$ cat src/rtl/dram_read_loader.sv
// DRAM read loader: turns a load command into fixed-length read bursts, forwards
// returned beats to the swizzle stage and waits for it to flush before the next command.
module dram_read_loader #(
   parameter int MEM_CTRL_DWIDTH = 40,
   parameter int DRAM_AWIDTH     = 32,
   parameter int RAM_ADDR_WIDTH  = 12,
   parameter int BURST_LEN       = 40,
   parameter int NB_WIDTH        = 10,
   parameter int MAX_OUTSTANDING = 4
) (
   input  logic                       clk,
   input  logic                       reset,
   input  logic                       cmd_valid,
   output logic                       cmd_ready,
   input  logic [DRAM_AWIDTH-1:0]     cmd_dram_addr,
   input  logic [NB_WIDTH-1:0]        cmd_num_bursts,
   input  logic [RAM_ADDR_WIDTH-1:0]  cmd_ram_start_addr,
   output logic                       rd_req_valid,
   input  logic                       rd_req_ready,
   output logic [DRAM_AWIDTH-1:0]     rd_req_addr,
   input  logic                       rd_data_valid,
   input  logic [MEM_CTRL_DWIDTH-1:0] rd_data,
   output logic                       data_valid,
   output logic [MEM_CTRL_DWIDTH-1:0] mem_ctrl_data_in,
   output logic                       mem_ctrl_data_last,
   output logic [RAM_ADDR_WIDTH-1:0]  ram_start_addr,
   input  logic                       swz_ready,
   output logic                       busy,
   output logic                       done,
   output logic                       err_unexpected
);

   localparam int OW = $clog2(MAX_OUTSTANDING + 1);
   localparam int BW = (BURST_LEN > 1) ? $clog2(BURST_LEN) : 1;
   localparam logic [OW-1:0]          MAX_OS    = OW'(MAX_OUTSTANDING);
   localparam logic [BW-1:0]          BEAT_LAST = BW'(BURST_LEN - 1);
   localparam logic [DRAM_AWIDTH-1:0] ADDR_STEP = DRAM_AWIDTH'(BURST_LEN);

   typedef enum logic [1:0] {IDLE, RUN, DRAIN} state_t;
   state_t state, state_nxt;

   logic [NB_WIDTH-1:0] num_bursts, bursts_to_issue, bursts_returned;
   logic [OW-1:0]       outstanding;
   logic [BW-1:0]       beat_cnt;
   logic                seen_low, zero_done;
   logic                accept, req_fire, beat_ok, burst_done, final_beat;

   assign accept     = cmd_valid & cmd_ready;
   assign req_fire   = rd_req_valid & rd_req_ready;
   // Beats with nothing outstanding are strays (e.g. from bursts cut off by reset).
   assign beat_ok    = rd_data_valid & (outstanding != '0);
   assign burst_done = beat_ok & (beat_cnt == BEAT_LAST);
   assign final_beat = burst_done & (bursts_returned == num_bursts - NB_WIDTH'(1));
   assign busy       = (state != IDLE);

   always_ff @(posedge clk or posedge reset) begin
      if (reset) state <= IDLE;
      else       state <= state_nxt;
   end

   always_comb begin
      state_nxt    = state;
      cmd_ready    = 1'b0;
      rd_req_valid = 1'b0;
      done         = zero_done;
      case (state)
         IDLE: begin
            cmd_ready = swz_ready;
            if (accept && (cmd_num_bursts != '0)) state_nxt = RUN;
         end
         RUN: begin
            rd_req_valid = (bursts_to_issue != '0) && (outstanding < MAX_OS);
            if (final_beat) state_nxt = DRAIN;
         end
         DRAIN: begin
            if (swz_ready && seen_low) begin
               state_nxt = IDLE;
               done      = 1'b1;
            end
         end
         default: state_nxt = IDLE;
      endcase
   end

   always_ff @(posedge clk or posedge reset) begin
      if (reset) begin
         rd_req_addr        <= '0;
         num_bursts         <= '0;
         bursts_to_issue    <= '0;
         bursts_returned    <= '0;
         outstanding        <= '0;
         beat_cnt           <= '0;
         seen_low           <= 1'b0;
         zero_done          <= 1'b0;
         ram_start_addr     <= '0;
         data_valid         <= 1'b0;
         mem_ctrl_data_in   <= '0;
         mem_ctrl_data_last <= 1'b0;
         err_unexpected     <= 1'b0;
      end else begin
         data_valid         <= beat_ok;
         mem_ctrl_data_in   <= rd_data;
         mem_ctrl_data_last <= final_beat;
         zero_done          <= accept && (cmd_num_bursts == '0);
         if (rd_data_valid && (outstanding == '0)) err_unexpected <= 1'b1;

         if (accept) begin
            rd_req_addr     <= cmd_dram_addr;
            num_bursts      <= cmd_num_bursts;
            bursts_to_issue <= cmd_num_bursts;
            bursts_returned <= '0;
            beat_cnt        <= '0;
            ram_start_addr  <= cmd_ram_start_addr;
            seen_low        <= 1'b0;
         end else begin
            if (req_fire) begin
               rd_req_addr     <= rd_req_addr + ADDR_STEP;
               bursts_to_issue <= bursts_to_issue - NB_WIDTH'(1);
            end
            if (beat_ok)    beat_cnt        <= burst_done ? '0 : beat_cnt + BW'(1);
            if (burst_done) bursts_returned <= bursts_returned + NB_WIDTH'(1);
            // Issue and completion in the same cycle cancel out.
            case ({req_fire, burst_done})
               2'b10:   outstanding <= outstanding + OW'(1);
               2'b01:   outstanding <= outstanding - OW'(1);
               default: outstanding <= outstanding;
            endcase
            if ((state != IDLE) && !swz_ready) seen_low <= 1'b1;
         end
      end
   end

endmodule

$ cat config.mk
export PLATFORM = sky130hd
export DESIGN_NAME = dram_read_loader
export DESIGN_NICKNAME = d
export VERILOG_FILES = /design/src/rtl/dram_read_loader.sv
export SDC_FILE = /design/constraint.sdc
export NUM_CORES = 1
export LEC_CHECK = 0
export BUFFER_PORTS_ARGS = -buffer_cell sky130_fd_sc_hd__buf_4
export CORE_ASPECT_RATIO = 0.5
export CORE_UTILIZATION = 28
export CTS_BUF_LIST = sky130_fd_sc_hd__clkbuf_8
export CTS_CLUSTER_SIZE = 8
export DETAILED_ROUTE_END_ITERATION = 16
export SETUP_SLACK_MARGIN = 0.05
export SLEW_MARGIN = 20
export SYNTH_ARGS = -nofsm -noshare
export SYNTH_HDL_FRONTEND = slang
export SYNTH_SLANG_ARGS = --single-unit
$ cat constraint.sdc
create_clock -name clk -period 6.6 [get_ports clk]
set_clock_uncertainty 0.15 [all_clocks]
set_input_delay 1.98 -clock clk [delete_from_list [all_inputs] [get_ports clk]]
set_output_delay 1.98 -clock clk [all_outputs]
set_load 0.01 [all_outputs]
Yosys cells after proc, flatten, opt, wreduce, memory -nomap -nowiden

Index checks and enable logic that the tools add are counted.

Register bits after elaboration: 130
Word-level logic and storage cells: 78
Output and inout port bits: 91
Memory bits (writable): 0
Memories: 0
Bits of input ports: 100
Bits in read-only memories: 0
Latch bits: 0

$add $sub $neg: 7
$mul: 0
$lt $le $gt $ge: 1
Shift-type cells: 0
Multiplexer cells: 20
Bitwise gates (word level): 6
Reductions and logical operators: 21
Divide/modulo/power cells: 0
Equal/unequal tests: 9

Operator list:

| operator                                                              | number |
|---|---|
| 32-bit two-way mux                                                    | 2 |
| 10-bit two-way mux                                                    | 4 |
| 32-bit by 6-bit adder with 32-bit output, second input constant       | 1 |
| 10-bit nonzero test                                                   | 2 |
| 10-bit by 1-bit subtractor with 10-bit output, second input constant  | 2 |
| 6-bit two-way mux                                                     | 3 |
| 2-bit nonzero test                                                    | 6 |
| 10-bit by 1-bit adder with 10-bit output, second input constant       | 1 |
| 10-bit equality test                                                  | 1 |
| 10-bit zero test                                                      | 1 |
| 6-bit by 1-bit adder with 6-bit output, second input constant         | 1 |
| 6-bit equality test, second input constant                            | 1 |
| 1-bit logical AND                                                     | 6 |
| 1-bit two-way mux                                                     | 6 |
| 2-bit two-way mux                                                     | 3 |
| 2-bit inequality test, second input constant                          | 3 |
| 2-bit case mux with 3 select lines                                    | 1 |
| 3-bit case mux with 2 select lines                                    | 1 |
| 1-bit AND                                                             | 5 |
| 2-bit by 1-bit equality test with 1-bit output, second input constant | 2 |
| 2-bit equality test, second input constant                            | 2 |
| 3-bit by 1-bit adder with 3-bit output, second input constant         | 1 |
| 3-bit zero test                                                       | 1 |
| 3-bit less-than comparator, second input constant                     | 1 |
| 7 further kinds                                                       | 7 |

Depth between registers and ports, before layout

Word-level depth: 7
Depth in mapped cells: 13
Gate-level depth less buffers: 12

Worst setup path after synthesis

Ideal clock, no wire load.

Kind: input-to-output
Start: input swz_ready
End: output done
Data arrival time: 2.219 ns
Cell stages on the path: 1
Path buffers: 0
Required time: 4.470 ns
Path slack: 2.251 ns
Cells stage by stage: a41o_1

Cells in the longest elaborated chain, start to end: 3

RTL lines:

| item              | line | source |
|---|---|---|
| from (decl)       | 27   | `input logic swz_ready,` |
| 1-bit logical AND | 76   | `if (swz_ready && seen_low) begin` |
| 1-bit two-way mux | 76   |  |
| 1-bit two-way mux | 66   | `case (state)` |
| to (decl)         | 29   | `output logic done,` |

No other way between the ends.

Worst setup path after layout

Same ends and word-level chain as after synthesis.

==> results.yml <==
die:
  die_w_um: 202
  dieArea_mm2: 0.0207
  ios: 191
  row_count: 36
  coreArea_mm2: 0.0195
  die_h_um: 102
  start_util_pct: 28.7
route:
  wirelength_um: 14700
  dr.first_iter.drc_count: 196
  wl_per_cell_um: 14.3
  dr.pass1.iters: 4
  drcViolationCount: 0
  via_per_inst: 4.58
  ant_nets: 0
  dr_total_vias: 4730
pwr:
  swShare_pct: 35.5
  p_sw_mw: 1.03
  peakVddDrop_v: 0.000157
  p_per_area_mw_per_mm2: 377
  intPower_mw: 1.88
  leakagePower_nw: 3.60
  pwr-share-comb_pct: 32.3
  seqPwrFrac_pct: 42.7
  clkPwrFrac_pct: 24.9
  power_mw: 2.92
synth:
  synthesis.area_mm2: 0.00562
  synth-seq-cells: 130
  synthCells: 560
  synth-xor-area-share_pct: 6.86
  synth_compound_area_share_pct: 9.47
  syn-num-nets: 667
  synthAdderAreaFrac_pct: 1.69
  avgSynthCellArea_um2: 10.0
  synth_cell_type_count: 58
  synth_edf_count: 0
  synth-simple-area-share_pct: 20.9
  dominantRegCellSynth: "dfrtp_1"
  async_flop_share_pct: 100
  synthMuxAreaShare_pct: 0.178
  yosysSeqAreaShare_pct: 57.9
  synth_warnings: 0
  synth_top_family_by_area: "simple AND/OR/NAND/NOR gates"
worst_setup_path:
  arrival_ps: 2460
  critPathMostFrequentCell: "buf_4"
  start_kind: "primary input"
  path_cells: "buf_4, a41o_1, buf_4"
  cp-end-kind: "output pin"
  worstPathMaxFanout: 5
  reg2reg_from: "bursts_to_issue[3]"
  r2r_slack_ps: 3100
  worstPathRequired_ps: 4470
  r2r_end: "outstanding[2]"
  crit_path_end: "done"
  critPathSlowestCell: "a41o_1"
  slowest_delay_ps: 220
  crit_type: "in -> out"
  ff2ff_path_depth: 10
  crit_start: "swz_ready"
grt:
  grt_pass1_vias: 4478
  grt_max_degree: 81
  track_usage_pct: 14.3
  grt_pass1_wl_um: 23000
  antenna_found_initial: 0
  grt_overflow_total: 0
clock_tree:
  root_buffer: "clkbuf_8"
  cts_setup_buffers: 0
  cts_inserted_buffers: 17
  hold_buffers: 0
  cts_buffer_depth: 2
  h-tree-depth: 4
  cts_tree: "yes"
  insertion_delay_ps: 440
  clkSlewWorstSetupHoldPaths_ps: 70
  cts_resized: 0
  cts_sinks: 130
place:
  port_buffers: 190
  routabilityCongestion: 0.785
  dp_hpwl_um: 10800
sta:
  finalSetupViolCount: 0
  tns_ps: 0
  fin_crit_ps: 4590
  slew_viol_final: 0
  worst_slew_pin_slew_ps: 861
  rsz0062_at_grt: "false"
  slew_headroom_pct: 42.5
  fin_crit_sh_pct: 69.5
  max_freq_ghz: 0.218
  final-hold-violation-count: 0
finish:
  fin_nets: 860
  syn_to_final_growth_pct: 38.0
  diodes: 0
  drive_gt1_share_pct: 31.1
  fillCellCount: 1980
hold_path:
  hold_path.class: "reg -> reg"
outcome:
  status: "finished, final reports clean"
flow_run:
  maxCapViolations: 0
logic make-up (layout without fill, tap and decap cells):
family          Yosys count  after routing
compound gates           83             83
simple gates            252            252
mux                       1              1
fa+ha+maj                 7              7
flops                   130            130
xor+xnor                 44             44
buf+inv                  43            249
cell usage in the layout (no fill, tap or decap), types with 4 or more instances in the layout:
cell      synthesis  routed
xor2_1           18      18
or3_1             4       4
nor3_1           19      19
nor2_1           44      44
and2_1            4       4
ha_1              6       6
inv_1            22      21
clkinv_4          0       4
buf_4             0     193
inv_6             0       4
o21ai_0          34      34
a211oi_1          4       4
clkbuf_8          0      18
and3_1            6       5
a21oi_1          16      16
nand3_1          14      14
nand2_1         121     121
nor4_1            8       8
xnor2_1          26      26
nand4_1          12      12
dfrtp_1         130     130
worst min path at each step:
| stage | startpoint | end | cells past startpoint |
|---|---|---|---|
| global route | err_unexpected | err_unexpected | 1 |
| finish | err_unexpected | err_unexpected | 1 |
| CTS | err_unexpected | err_unexpected | 1 |
| global placement | err_unexpected | err_unexpected | 1 |
| floorplan | num_bursts[9] | num_bursts[9] | 2 |
| detailed placement | err_unexpected | err_unexpected | 1 |
synth_stat cells, types with 2 or more instances:
library cell / n / area [um^2]
a31oi_1: 3 / 18.8
nor3_1: 19 / 95.1
and3_1: 6 / 37.5
o221a_2: 2 / 22.5
o311ai_0: 2 / 17.5
a311oi_1: 3 / 26.3
xnor2_1: 26 / 228
o21ai_0: 34 / 170
o221ai_1: 2 / 17.5
a211oi_1: 4 / 30.0
nand3_1: 14 / 70.1
clkinv_1: 2 / 7.51
nand2_1: 121 / 454
dfrtp_1: 130 / 3250
xor2_1: 18 / 158
a21oi_1: 16 / 80.1
and2_1: 4 / 25.0
nor4_1: 8 / 50.1
nand4_1: 12 / 75.1
a311o_2: 2 / 22.5
nand2b_1: 3 / 18.8
ha_1: 6 / 75.1
nor3b_1: 3 / 22.5
inv_1: 22 / 82.6
o211ai_1: 3 / 22.5
nor2_1: 44 / 165
or3_1: 4 / 25.0
clkbuf_1: 14 / 52.6
buf_1: 4 / 15.0
layer usage:
| metal | up-vias | global-route usage (%) | share of wire [%] |
|---|---|---|---|
| li1 | 2295 | - | - |
| met1 | 2345 | 17.8 | 44 |
| met2 | 75 | 24.7 | 52 |
| met3 | 15 | 3.70 | 3.0 |
| met4 | 0 | 4.57 | 1.4 |
| met5 | - | 0 | 0 |
stage by stage:
| step | instances | instance area, um^2 | hold slack [ps] | setup WS [ps] | utilization (%) |
|---|---|---|---|---|---|
| CTS | 1032 | 7750 | 324 | 2010 | 39.7 |
| finish | 1032 | 7750 | 315 | 2010 | 39.7 |
| global placement | 1000 | 7320 | 294 | 2010 | 37.5 |
| global route | 1032 | 7750 | 361 | 1980 | 39.7 |
| detailed placement | 1000 | 7320 | 299 | 2010 | 37.5 |
| floorplan | 560 | 5620 | 315 | 1000 | - |
state kept, by name, summed over array words and instances (netlist names):
register	cells
bursts_returned	10
zero_done	1
ram_start_addr	12
seen_low	1
rd_req_addr	32
num_bursts	10
state	2
outstanding	3
mem_ctrl_data_in	40
beat_cnt	6
bursts_to_issue	10
err_unexpected	1
mem_ctrl_data_last	1
data_valid	1
cell type report:
type / instances / area, um^2 / share of cell area [%]
Clock inverter: 14 / 179 / 2.31
Inverter: 24 / 95.1 / 1.23
Sequential cell: 130 / 3250 / 42.0
Tap cell: 266 / 333 / 4.29
Multi-Input combinational cell: 387 / 2190 / 28.3
Clock buffer: 18 / 248 / 3.20
Timing Repair Buffer: 193 / 1450 / 18.7
power groups by stage:
stage / clock network [mW] / registers [mW] / logic [mW]
after floorplan: 0 / 1.27 / 0.509
after global placement: 0 / 1.25 / 0.935
after detailed placement: 0 / 1.26 / 0.956
after CTS: 0.754 / 1.25 / 0.959
after global routing: 0.788 / 1.28 / 1.05
final: 0.728 / 1.25 / 0.944
worst max-delay path: cells and delay by family:
family / cells / cell delay [ps]
AO/OA/AOI/OAI: 1 / 220
buffers and inverters: 2 / 270
No activity file was read; power rests on OpenSTA's default activity.
